--- src/rtl/ddr_line_fetch_sched.sv ---
// Arbitrates the shared DDR port: scanline prefetch (priority) versus host single-word writes.
// Optional FETCH_STATS_EN macro enables the saturating 16-bit overrun counter.
module ddr_line_fetch_sched #(
  parameter int              ADDR_W     = 29,
  parameter logic [ADDR_W-1:0] BASE_ADDR = 'h0600000,
  parameter int              LINE_WORDS = 32,
  parameter int              BURST      = 8
) (
  input  logic              clk_i,
  input  logic              reset_i,
  input  logic              line_start_i,
  input  logic [7:0]        line_num_i,
  input  logic              host_wr_req_i,
  input  logic [ADDR_W-1:0] host_addr_i,
  input  logic [63:0]       host_wdata_i,
  output logic              host_wr_ack_o,
  output logic [ADDR_W-1:0] ddr_addr_o,
  output logic [7:0]        ddr_burstcnt_o,
  output logic              ddr_read_o,
  output logic              ddr_write_o,
  output logic [63:0]       ddr_wdata_o,
  input  logic              ddr_busy_i,
  input  logic [63:0]       ddr_rdata_i,
  input  logic              ddr_rdata_ready_i,
  output logic              lb_we_o,
  output logic [5:0]        lb_addr_o,
  output logic [63:0]       lb_data_o,
  output logic              fetch_busy_o,
  output logic              overrun_o,
  output logic [15:0]       overrun_cnt_o
);

  localparam int NBURST = LINE_WORDS / BURST;
  localparam int BIW    = (NBURST > 1) ? $clog2(NBURST) : 1;
  localparam int CW     = (BURST > 1) ? $clog2(BURST) : 1;
  localparam logic [BIW-1:0] LAST_BURST = BIW'(NBURST - 1);
  localparam logic [CW-1:0]  LAST_BEAT  = CW'(BURST - 1);

  typedef enum logic [1:0] {IDLE, RD_CMD, RD_DATA, WR_CMD} state_t;

  state_t            state_q, state_d;
  logic              pend_q;
  logic [7:0]        pend_line_q, cur_line_q;
  logic [BIW-1:0]    burst_q;
  logic [CW-1:0]     beat_q;
  logic              lb_we_q, done_q, fetch_busy_q, overrun_q, ack_q;
  logic [5:0]        lb_addr_q;
  logic [63:0]       lb_data_q, wr_data_q;
  logic [ADDR_W-1:0] wr_addr_q, rd_addr;
  logic              start_fetch, next_burst, fetch_done, wr_start;
  logic              pend_any, beat_last, beat_in;
  logic [7:0]        pend_line;
  logic [4:0]        lb_word;

  // A line_start in the current cycle counts as pending so it beats a simultaneous host request.
  assign pend_any  = pend_q | line_start_i;
  assign pend_line = line_start_i ? line_num_i : pend_line_q;
  assign beat_in   = (state_q == RD_DATA) && ddr_rdata_ready_i;
  assign beat_last = beat_in && (beat_q == LAST_BEAT);
  assign lb_word   = 5'((int'(burst_q) * BURST) + int'(beat_q));
  assign rd_addr   = BASE_ADDR + ADDR_W'(cur_line_q) * ADDR_W'(LINE_WORDS)
                   + ADDR_W'(burst_q) * ADDR_W'(BURST);

  always_ff @(posedge clk_i) begin
    if (reset_i) begin
      state_q      <= IDLE;
      pend_q       <= 1'b0;
      pend_line_q  <= '0;
      cur_line_q   <= '0;
      burst_q      <= '0;
      beat_q       <= '0;
      lb_we_q      <= 1'b0;
      lb_addr_q    <= '0;
      lb_data_q    <= '0;
      done_q       <= 1'b0;
      fetch_busy_q <= 1'b0;
      overrun_q    <= 1'b0;
      ack_q        <= 1'b0;
      wr_addr_q    <= '0;
      wr_data_q    <= '0;
    end else begin
      state_q <= state_d;
      if (start_fetch) begin
        cur_line_q <= pend_line;
        burst_q    <= '0;
        pend_q     <= 1'b0;
      end else begin
        if (next_burst) burst_q <= burst_q + 1'b1;
        if (line_start_i) begin
          pend_q      <= 1'b1;
          pend_line_q <= line_num_i;
        end
      end
      if (state_q == RD_CMD) beat_q <= '0;
      else if (beat_in)      beat_q <= beat_q + 1'b1;
      lb_we_q   <= beat_in;
      lb_addr_q <= {cur_line_q[0], lb_word};
      lb_data_q <= ddr_rdata_i;
      // fetch_busy drops the cycle after the final line-buffer write is presented
      done_q <= fetch_done;
      if (line_start_i)  fetch_busy_q <= 1'b1;
      else if (done_q)   fetch_busy_q <= 1'b0;
      if (line_start_i && fetch_busy_q) overrun_q <= 1'b1;
      if (wr_start) begin
        wr_addr_q <= host_addr_i;
        wr_data_q <= host_wdata_i;
      end
      ack_q <= (state_q == WR_CMD) && !ddr_busy_i;
    end
  end

  always_comb begin
    state_d     = state_q;
    start_fetch = 1'b0;
    next_burst  = 1'b0;
    fetch_done  = 1'b0;
    wr_start    = 1'b0;
    case (state_q)
      IDLE: begin
        if (pend_any) begin
          state_d     = RD_CMD;
          start_fetch = 1'b1;
        end else if (host_wr_req_i && !ack_q) begin
          state_d  = WR_CMD;
          wr_start = 1'b1;
        end
      end
      RD_CMD:  if (!ddr_busy_i) state_d = RD_DATA;
      RD_DATA: begin
        if (beat_last) begin
          if (pend_any) begin
            state_d     = RD_CMD;
            start_fetch = 1'b1;
          end else if (burst_q != LAST_BURST) begin
            state_d    = RD_CMD;
            next_burst = 1'b1;
          end else begin
            state_d    = IDLE;
            fetch_done = 1'b1;
          end
        end
      end
      WR_CMD:  if (!ddr_busy_i) state_d = IDLE;
      default: state_d = IDLE;
    endcase
  end

  always_comb begin
    ddr_read_o     = 1'b0;
    ddr_write_o    = 1'b0;
    ddr_addr_o     = '0;
    ddr_burstcnt_o = '0;
    ddr_wdata_o    = '0;
    case (state_q)
      RD_CMD: begin
        ddr_read_o     = 1'b1;
        ddr_addr_o     = rd_addr;
        ddr_burstcnt_o = 8'(BURST);
      end
      WR_CMD: begin
        ddr_write_o    = 1'b1;
        ddr_addr_o     = wr_addr_q;
        ddr_burstcnt_o = 8'd1;
        ddr_wdata_o    = wr_data_q;
      end
      default: ;
    endcase
  end

  assign host_wr_ack_o = ack_q;
  assign lb_we_o       = lb_we_q;
  assign lb_addr_o     = lb_addr_q;
  assign lb_data_o     = lb_data_q;
  assign fetch_busy_o  = fetch_busy_q;
  assign overrun_o     = overrun_q;

`ifdef FETCH_STATS_EN
  logic [15:0] overrun_cnt_q;
  always_ff @(posedge clk_i) begin
    if (reset_i) overrun_cnt_q <= '0;
    else if (line_start_i && fetch_busy_q && overrun_cnt_q != 16'hFFFF)
      overrun_cnt_q <= overrun_cnt_q + 16'd1;
  end
  assign overrun_cnt_o = overrun_cnt_q;
`else
  assign overrun_cnt_o = '0;
`endif

endmodule

--- config.mk ---
export PLATFORM = sky130hd
export DESIGN_NAME = ddr_line_fetch_sched
export DESIGN_NICKNAME = d
export VERILOG_FILES = /design/src/rtl/ddr_line_fetch_sched.sv
export SDC_FILE = /design/constraint.sdc
export NUM_CORES = 1
export LEC_CHECK = 0
export ABC_CLOCK_PERIOD_IN_PS = 2100
export BUFFER_PORTS_ARGS = -buffer_cell sky130_fd_sc_hd__buf_2
export CORE_MARGIN = 8
export CORE_UTILIZATION = 40
export DETAILED_ROUTE_END_ITERATION = 8
export PLACE_DENSITY_LB_ADDON = 0.12
export SLEW_MARGIN = 5
export SYNTH_ARGS = -nofsm -noshare
export SYNTH_HDL_FRONTEND = slang
export SYNTH_SLANG_ARGS = --single-unit
--- constraint.sdc ---
create_clock -name clk_i -period 2.1 [get_ports clk_i]
set_input_delay 0.315 -clock clk_i [delete_from_list [all_inputs] [get_ports clk_i]]
set_output_delay 0.315 -clock clk_i [all_outputs]
set_load 0.05 [all_outputs]
==> Word-level counts from Yosys, hierarchy flattened <==
Cells that the tools add are included.
Widths: inputs -> output; s select.
{ "classes": {"bitwise": 3, "muxes": 27, "eq_ne": 9, "n_div": 0, "shift": 0, "mul": 0, "magnitude_cmp": 0, "add_sub_neg": 5, "n_reduce_logical": 13} }
{ "op_table": {"columns": ["cell", "count"], "rows": [
  ["$mux 64", 1],
  ["$pmux 29 s2", 1],
  ["$add 24x5->25", 1],
  ["$add 23x13->24 const A", 1],
  ["$mux 1", 16],
  ["$mux 2", 5],
  ["$mux 8", 1],
  ["$ne 2x2->1 const B", 4],
  ["$pmux 2 s4", 1],
  ["$pmux 4 s2", 1],
  ["$add 5x3->5", 1],
  ["$logic_and 1x1->1", 5],
  ["$eq 2x2->1 const B", 2],
  ["$reduce_and 4->1", 1],
  ["$reduce_or 2->1", 2],
  ["$reduce_or 4->1", 1],
  ["$add 3x1->3 const B", 1],
  ["$eq 3x3->1 const B", 1],
  ["$ne 3x3->1 const B", 1],
  ["$add 2x1->2 const B", 1],
  ["$eq 2x1->1 const B", 1],
  ["$logic_not 1->1", 2],
  ["$logic_not 2->1", 1],
  ["$not 1->1", 2],
  ["3 further kinds", 3]
]} }
{ "word_totals": {"out_inout_bits": 193, "rom_bits": 0, "in_bits": 171, "latch_bits": 0, "regBits": 192, "word_cells": 72, "n_memories": 0, "mem_bits_rw": 0} }

==> Logic depth before layout (Yosys ltp) <==
Gate-level depths: netlist of run 1.
{ "depth": {"depth_word": 6, "ltp_mapped": 6, "mapped_depth_nobuf": 5} }

==> Least setup slack after synthesis of run 1 <==
No wires, ideal clock.
{ "synth_timing": {"path_type": "reg2out", "startpoint": "reg state_q[1]", "endpoint": "out ddr_addr_o[10]", "t_required_ns": 1.785, "slack_ns": 0.068, "path_stages_with_launch": 6, "n_path_buf": 3, "arrival_time_ns": 1.717, "path_cell_list": "dfxtp_1 buf_2 buf_2 buf_2 mux2i_1 nor2_1"} }
{ "synth_via": {"elab_chain_len": 2, "word_cells_on_any_way": 3, "classes_between": "eq/ne (2); mux (1)"} }
{ "synth_lines": {"columns": ["item", "line_no", "source"], "rows": [
  ["start, declared", "41", "state_t state_q, state_d;"],
  ["start signal, assigned", "82", "state_q <= state_d;"],
  ["$eq 2x2->1 or $eq 2x1->1 (tied branches)", "154", "case (state_q)"],
  ["$pmux 29 s2 *", "154", null],
  ["end, declared", "17", "output logic [ADDR_W-1:0] ddr_addr_o,"]
]} }
Mark *: on every way between the ends. The rest lies on a longest branch, timed or not.

==> Final worst setup path of run 1 <==
{ "layout_timing": {"startpoint": "reg state_q[0]", "endpoint": "out ddr_write_o"} }
{ "layout_via": {"elab_chain_len": 2} }
{ "layout_lines": {"columns": ["item", "line_no", "source"], "rows": [
  ["$eq 2x2->1", "154", null],
  ["$mux 1", "154", null],
  ["end, declared", "20", "output logic ddr_write_o,"]
]} }
No other way between the ends.

==> impl_metrics.tcl, run 1 <==
set metrics [dict create \
    status "completed" \
    grt_pass1_wl_um 38100 \
    dr.pass1.iters 5 \
    grt_max_degree 96 \
    cp_max_fo 37 \
    hp-start "ddr_rdata_i[11]" \
    overflow 0 \
    htree_levels 4 \
    crit_family "buffers and inverters" \
    drt-total-wl_um 24800 \
    r2r-end "wr_addr_q[7]" \
    netlist_area_um2 7680 \
    fp.dieH_um 155 \
    max_freq_ghz 0.501 \
    holdCritPathClass "in -> reg" \
    vias 7073 \
    rsz0062_at_grt "no" \
    area_growth_pct 31.5 \
    clock_skew_ns 0.0148 \
    hold_viol_final 0 \
    synth_top_area_share_pct 50.0 \
    fin_nets 1333 \
    crit_arrival_ns 1.68 \
    clockRootBuffer "clkbuf_16" \
    cts.clk_slew.worst_paths_ns 0.08 \
    cts_buffers 17 \
    drt_iter0_markers 410 \
    synth_area_per_cell_um2 8.88 \
    io_buffer_count 341 \
    finalMaxSlewViolations 0 \
    clkSinkCount 192 \
    worstSetupPathType "reg -> out" \
    worstSetupEndpointType "output port" \
    ir_drop_mv 0.587 \
    max_stage_delay_ns 0.41 \
    worstHoldPathCells 2 \
    rows 50 \
    wl_per_cell_um 17.6 \
    ys_seq_area_share_pct 50.0 \
    cts_tree "done" \
    fillers 1813 \
    cellPowerDensity_nw_per_um2 896 \
    crit_chain "buf_12 > inv_1 > buf_4 > nor2_1 > clkbuf_4" \
    ant_nets 0 \
    p_leak_nw 4.86 \
    final-instance-count-excl-fill 1407 \
    synth-edff-count 0 \
    r2r_slack_ns 0.28 \
    grt_usage_pct 19.8 \
    coreArea_um2 18800 \
    final_area_um2 10100 \
    antenna_found_initial 2 \
    path_buf_inv 4 \
    worstSkewPairLatency_ns 0.43 \
    io_pins 364 \
    start_kind "flop" \
    placed_area_um2 9460 \
    ys.flop_type "dfxtp_1" \
    drive_above_1_share_pct 35.6 \
    worstRegToRegCells 6 \
    start_util_pct 40.9 \
    async_flop_share_pct 0 \
    period_minus_slack_ns 2.00 \
    cp_slowest_cell "dfxtp_4" \
    gp_congestion 0.770 \
    synth.distinct_cells 43 \
    post-route-period-util_pct 95.1 \
    die_x_um 155 \
    yosys-top-cells-area "dfxtp_1, and3_1, a21oi_1, nand3_1, nor2b_1" \
    utilization_pct 53.8 \
    viasPerCell 5.03 \
    grt_pass1_vias 7022 \
    ys_ff_latch 192 \
    dp.cells 1373 \
    hold_end "lb_data_o[11]" \
    setup_viol 0 \
    drv_cap 0 \
    worstPathRequired_ns 1.78 \
    dieArea_um2 23900 \
    hpwl_um 17200 \
    ctsLongestPathBuffers 2 \
    hold_buffers 0 \
    regArea_um2 3850 \
    ys_warn_count 0 \
    route.detailed.drc 0 \
    synth_top_area_cell "dfxtp_1" \
    multi_input_area_um2 3300 \
    syn_inst 865 \
    reg2reg_from "state_q[1]" \
]
==> metal layers <==
| metal | up-vias | part of all wire (%) | global-route usage, % |
|---|---|---|---|
| met3 | 31 | 8.6 | 7.05 |
| met4 | 2 | 1.4 | 7.19 |
| met1 | 3221 | 41 | 23.4 |
| li1 | 3545 | - | - |
| met5 | - | 0.036 | 0 |
| met2 | 274 | 49 | 32.5 |
==> cell usage in the layout, fill, tap and decap left out, drive strengths merged, types with 2 or more instances in the layout <==
cell	count
a211oi	7
a21oi	99
and3	81
buf	361
clkbuf	22
clkinv	6
conb	22
dfxtp	192
ha	3
inv	18
mux2	8
mux2i	21
nand2	17
nand2b	2
nand3	93
nor2	22
nor2b	73
nor4	9
o21a	4
o21ai	94
o41ai	2
==> repair_timing <==
| action | CTS | global route |
|---|---|---|
| endpoints found under the setup margin | 43 | 14 |
| gates resized for setup | 1 | 6 |
| setup buffers | 0 | 1 |
==> state kept, by name, indices dropped and copies added (netlist names) <==
register       cells
lb_addr_o          6
pend_line_q        8
lb_data_o         64
beat_q             3
done_q             1
fetch_busy_o       1
wr_data_q         64
lb_we_o            1
state_q            2
pend_q             1
host_wr_ack_o      1
cur_line_q         8
wr_addr_q         29
overrun_o          1
burst_q            2
==> power by group <==
part	total (mW)	switching, mW	internal, mW
clock	3.30	1.64	1.66
sequential	3.97	0.118	3.85
combinational	1.79	1.24	0.547
total	9.06	3.00	6.06
==> cells in the mapped netlist (all sizes together) (10+ instances only) <==
master / count
a21oi: 99
o21ai: 94
inv: 10
nor2b: 73
clkbuf: 60
buf: 51
dfxtp: 192
nor2: 22
nand3: 93
and3: 81
mux2i: 21
nand2: 17
==> cell families (layout without fill, tap and decap cells) <==
group	after synthesis	count (layout)	synth area share (%)
muxes	29	29	3.91
AOI/OAI and AO/OA	211	211	14.6
DFF	192	192	50.0
buffers and inverters	122	408	8.32
adders and majority gates	3	3	0.489
xor gates and xnor gates	1	1	0.114
other	1	23	0.0488
and+or+nand+nor	306	306	22.5
==> worst max-delay path by stage <==
stage | depth (start not counted) | to | startpoint
2_1_floorplan | 5 | ddr_addr_o[10] | state_q[1]
3_3_place_gp | 3 | pend_line_q[3] | state_q[1]
3_5_place_dp | 5 | cur_line_q[0] | beat_q[0]
4_1_cts | 3 | ddr_read_o | state_q[0]
5_1_grt | 5 | ddr_write_o | state_q[0]
6_report | 5 | ddr_write_o | state_q[0]
==> through the flow <==
stage,power (mW),hold slack (ns),worst slack [ns],setup TNS (ns)
finish,9.06,0.0764,0.102,0
global route,9.46,0.0531,0.0156,0
CTS,9.14,0.0558,-0.0229,-0.0453
detailed placement,5.83,0.448,0.333,0
global placement,5.82,0.439,0.394,0
floorplan,5.33,0.392,0.0676,0
==> worst register-to-register path, stage by stage, from the launching register on <==
cell	delay, ns
dfxtp_4	0.42
buf_4	0.21
buf_4	0.17
nor4_4	0.18
buf_12	0.38
nand3_1	0.24
a21oi_1	0.16
==> final cells by class <==
class	instances	area share (%)
multi-input combinational	572	32.6
tap	234	2.90
clock buffer	18	4.35
antenna	1	0.0248
timing repair buffer	365	19.8
sequential	192	38.1
inverter	11	0.409
clock inverter	14	1.77
Note: power is estimated with default switching activity, not from simulation.
==> run 2, diff against run 1 <==
- ABC_AREA: not set -> 1
==> impl_metrics.tcl, run 2 <==
set metrics [dict create \
    fin_nets 1458 \
    use_met3_pct 7.88 \
    io_pins 364 \
    grt_max_degree 77 \
    worst_slew_pin_slew_ns 0.576 \
    post-route-period-util_pct 96.4 \
    crit_family "buffers and inverters" \
    setup_viol 0 \
    cts_tree "done" \
    grt_pass1_wl_um 35700 \
    swShare_pct 33.4 \
    fp.dieH_um 153 \
    crit_chain "nand2_2 > buf_12 > nor2_1 > buf_2" \
    fin_setup_tns_ns 0 \
    ant_nets 0 \
    clockPowerShare_pct 33.5 \
    yosys-top-cells-area "dfxtp_1, nor2_1, inv_1, a21oi_1, o21ai_1" \
    synth_top_cells_by_count "nor2_1, dfxtp_1, inv_1, a21oi_1, o21ai_1" \
    holdCritPathClass "in -> reg" \
    clock_skew_ns 0.0120 \
    cts.clk_slew.worst_paths_ns 0.08 \
    antenna_found_initial 4 \
    worstSetupEndpointType "output port" \
    ir_drop_mv 0.531 \
    drive_above_1_share_pct 30.9 \
    p_sw_mw 3.19 \
    yosysMostFrequentCell "nor2_1" \
    placed_area_um2 9170 \
    viasPerCell 4.43 \
    final_cell_mix "buf_2, nor2_1, dfxtp_1, inv_1, a21oi_1" \
    ys_seq_area_share_pct 51.5 \
    p_int_mw 6.36 \
    finalMaxSlewViolations 0 \
    synth_area_per_cell_um2 7.70 \
    dr.pass1.iters 5 \
    start_util_pct 40.3 \
    synth_top_area_cell "dfxtp_1" \
    dieArea_um2 23300 \
    synth_top_area_share_pct 51.5 \
    final_common_cell "buf_2" \
    clkSinkCount 192 \
    start_kind "flop" \
    wl_per_cell_um 14.7 \
    period_minus_slack_ns 2.02 \
    max_freq_ghz 0.494 \
    status "completed" \
    io_buffer_count 341 \
    crit_arrival_ns 1.71 \
    grt_use_met2_pct 32.0 \
    utilization_pct 52.9 \
    ctsLongestPathBuffers 2 \
    p_leak_nw 5.05 \
    ys_ff_latch 192 \
    cp_slowest_cell "dfxtp_1" \
    drv_cap 0 \
    cellPowerDensity_nw_per_um2 976 \
    top_usage_layer "met2" \
    hold_viol_final 0 \
    syn_inst 970 \
    cp_max_fo 67 \
    rows 50 \
    maxSlewHeadroom_pct 61.5 \
    final_area_um2 9790 \
    vias 6787 \
    ys.flop_type "dfxtp_1" \
    seqPwrFrac_pct 43.4 \
    htree_levels 4 \
    hpwl_um 17000 \
    rsz0062_at_grt "no" \
    post-cts-setup-buffers 0 \
    overflow 0 \
    synth.distinct_cells 31 \
    worstSetupPathType "reg -> out" \
    worstSkewPairLatency_ns 0.43 \
    clockRootBuffer "clkbuf_16" \
    grt_pass1_vias 6719 \
    design_power_total_mw 9.56 \
    max_stage_delay_ns 0.41 \
    gp_congestion 0.810 \
    use_met1_pct 21.3 \
    path_buf_inv 2 \
    area_growth_pct 31.2 \
    ys_warn_count 0 \
    route.detailed.drc 0 \
    drt-total-wl_um 22600 \
    grt_usage_pct 18.9 \
    drt_iter0_markers 388 \
    coreArea_um2 18500 \
    synth-edff-count 0 \
    p_comb_share_pct 23.1 \
    async_flop_share_pct 0 \
    cts_buffers 17 \
    worstPathRequired_ns 1.78 \
    die_x_um 153 \
    whs_ns 0.0839 \
    netlist_area_um2 7460 \
]
-- run 2: changes by cell type in the layout (fill, tap and decap cells not counted), sizes merged, moves of 30 or more --
cell / delta
nor2b: -73
nor2: +186
and3: -81
nand2: +30
inv: +177
nand3: -70
-- run 2: worst reg2reg max path, delay by kind of cell, from the launching register on --
| kind | cells | cell delay (ns) |
|---|---|---|
| and+or+nand+nor | 5 | 0.92 |
| DFF | 1 | 0.34 |
| adders and majority gates | 2 | 0.33 |
-- run 2: kinds of logic after synthesis --
family / after synthesis / synth area share [%]
simple gates: 282 / 15.4
buf+inv: 274 / 17.5
compound gates: 218 / 15.1
flops: 192 / 51.5
fa+ha+maj: 3 / 0.503
other cells: 1 / 0.0502
-- run 2: cell type report --
| type | count | area, um^2 |
|---|---|---|
| fill | 1864 | 8720 |
| sequential | 192 | 3840 |
| multi-input combinational | 525 | 2400 |
| timing repair buffer | 357 | 1940 |
| inverter | 191 | 723 |
| clock buffer | 18 | 439 |
| tap | 234 | 293 |
| clock inverter | 13 | 149 |
| antenna | 3 | 7.51 |
-- run 2: power by group through the flow --
stage / logic, mW / registers [mW] / clock network [mW]
floorplan: 1.48 / 4.47 / 0
detailed placement: 2.20 / 4.23 / 0
global route: 2.44 / 4.19 / 3.44
global placement: 2.18 / 4.22 / 0
finish: 2.21 / 4.15 / 3.20
CTS: 2.22 / 4.15 / 3.29
-- run 2: metal layers --
metal  part of all wire [%]  vias up  routed length [um]
met5                  0.035        -                   8
met4                    1.3        2                 297
met3                     10       24                2260
met2                     48      255               10800
met1                     41     2957                9190
li1                       -     3549                   -
-- run 2: repair_timing --
item,CTS,global route
resized for setup,5,8
gates cloned,0,0
hold buffers,0,0
setup endpoints to repair,8,14
-- run 2: worst paths after layout --
check,cells after the start,from,slack (ns),end
worst min-delay path,3,ddr_rdata_i[40],0.08,lb_data_o[40]
worst min register to register,2,wr_data_q[13],0.45,wr_data_q[13]
worst max register to register,7,beat_q[1],0.41,burst_q[1]
worst max-delay path,4,state_q[0],0.08,ddr_wdata_o[20]
-- run 2: metrics by stage --
| stage | cells | worst slack (ns) |
|---|---|---|
| finish | 1533 | 0.0754 |
| CTS | 1530 | 0.00115 |
| detailed placement | 1499 | 0.368 |
| global route | 1533 | 0.00191 |
| global placement | 1499 | 0.387 |
| floorplan | 991 | 0.101 |
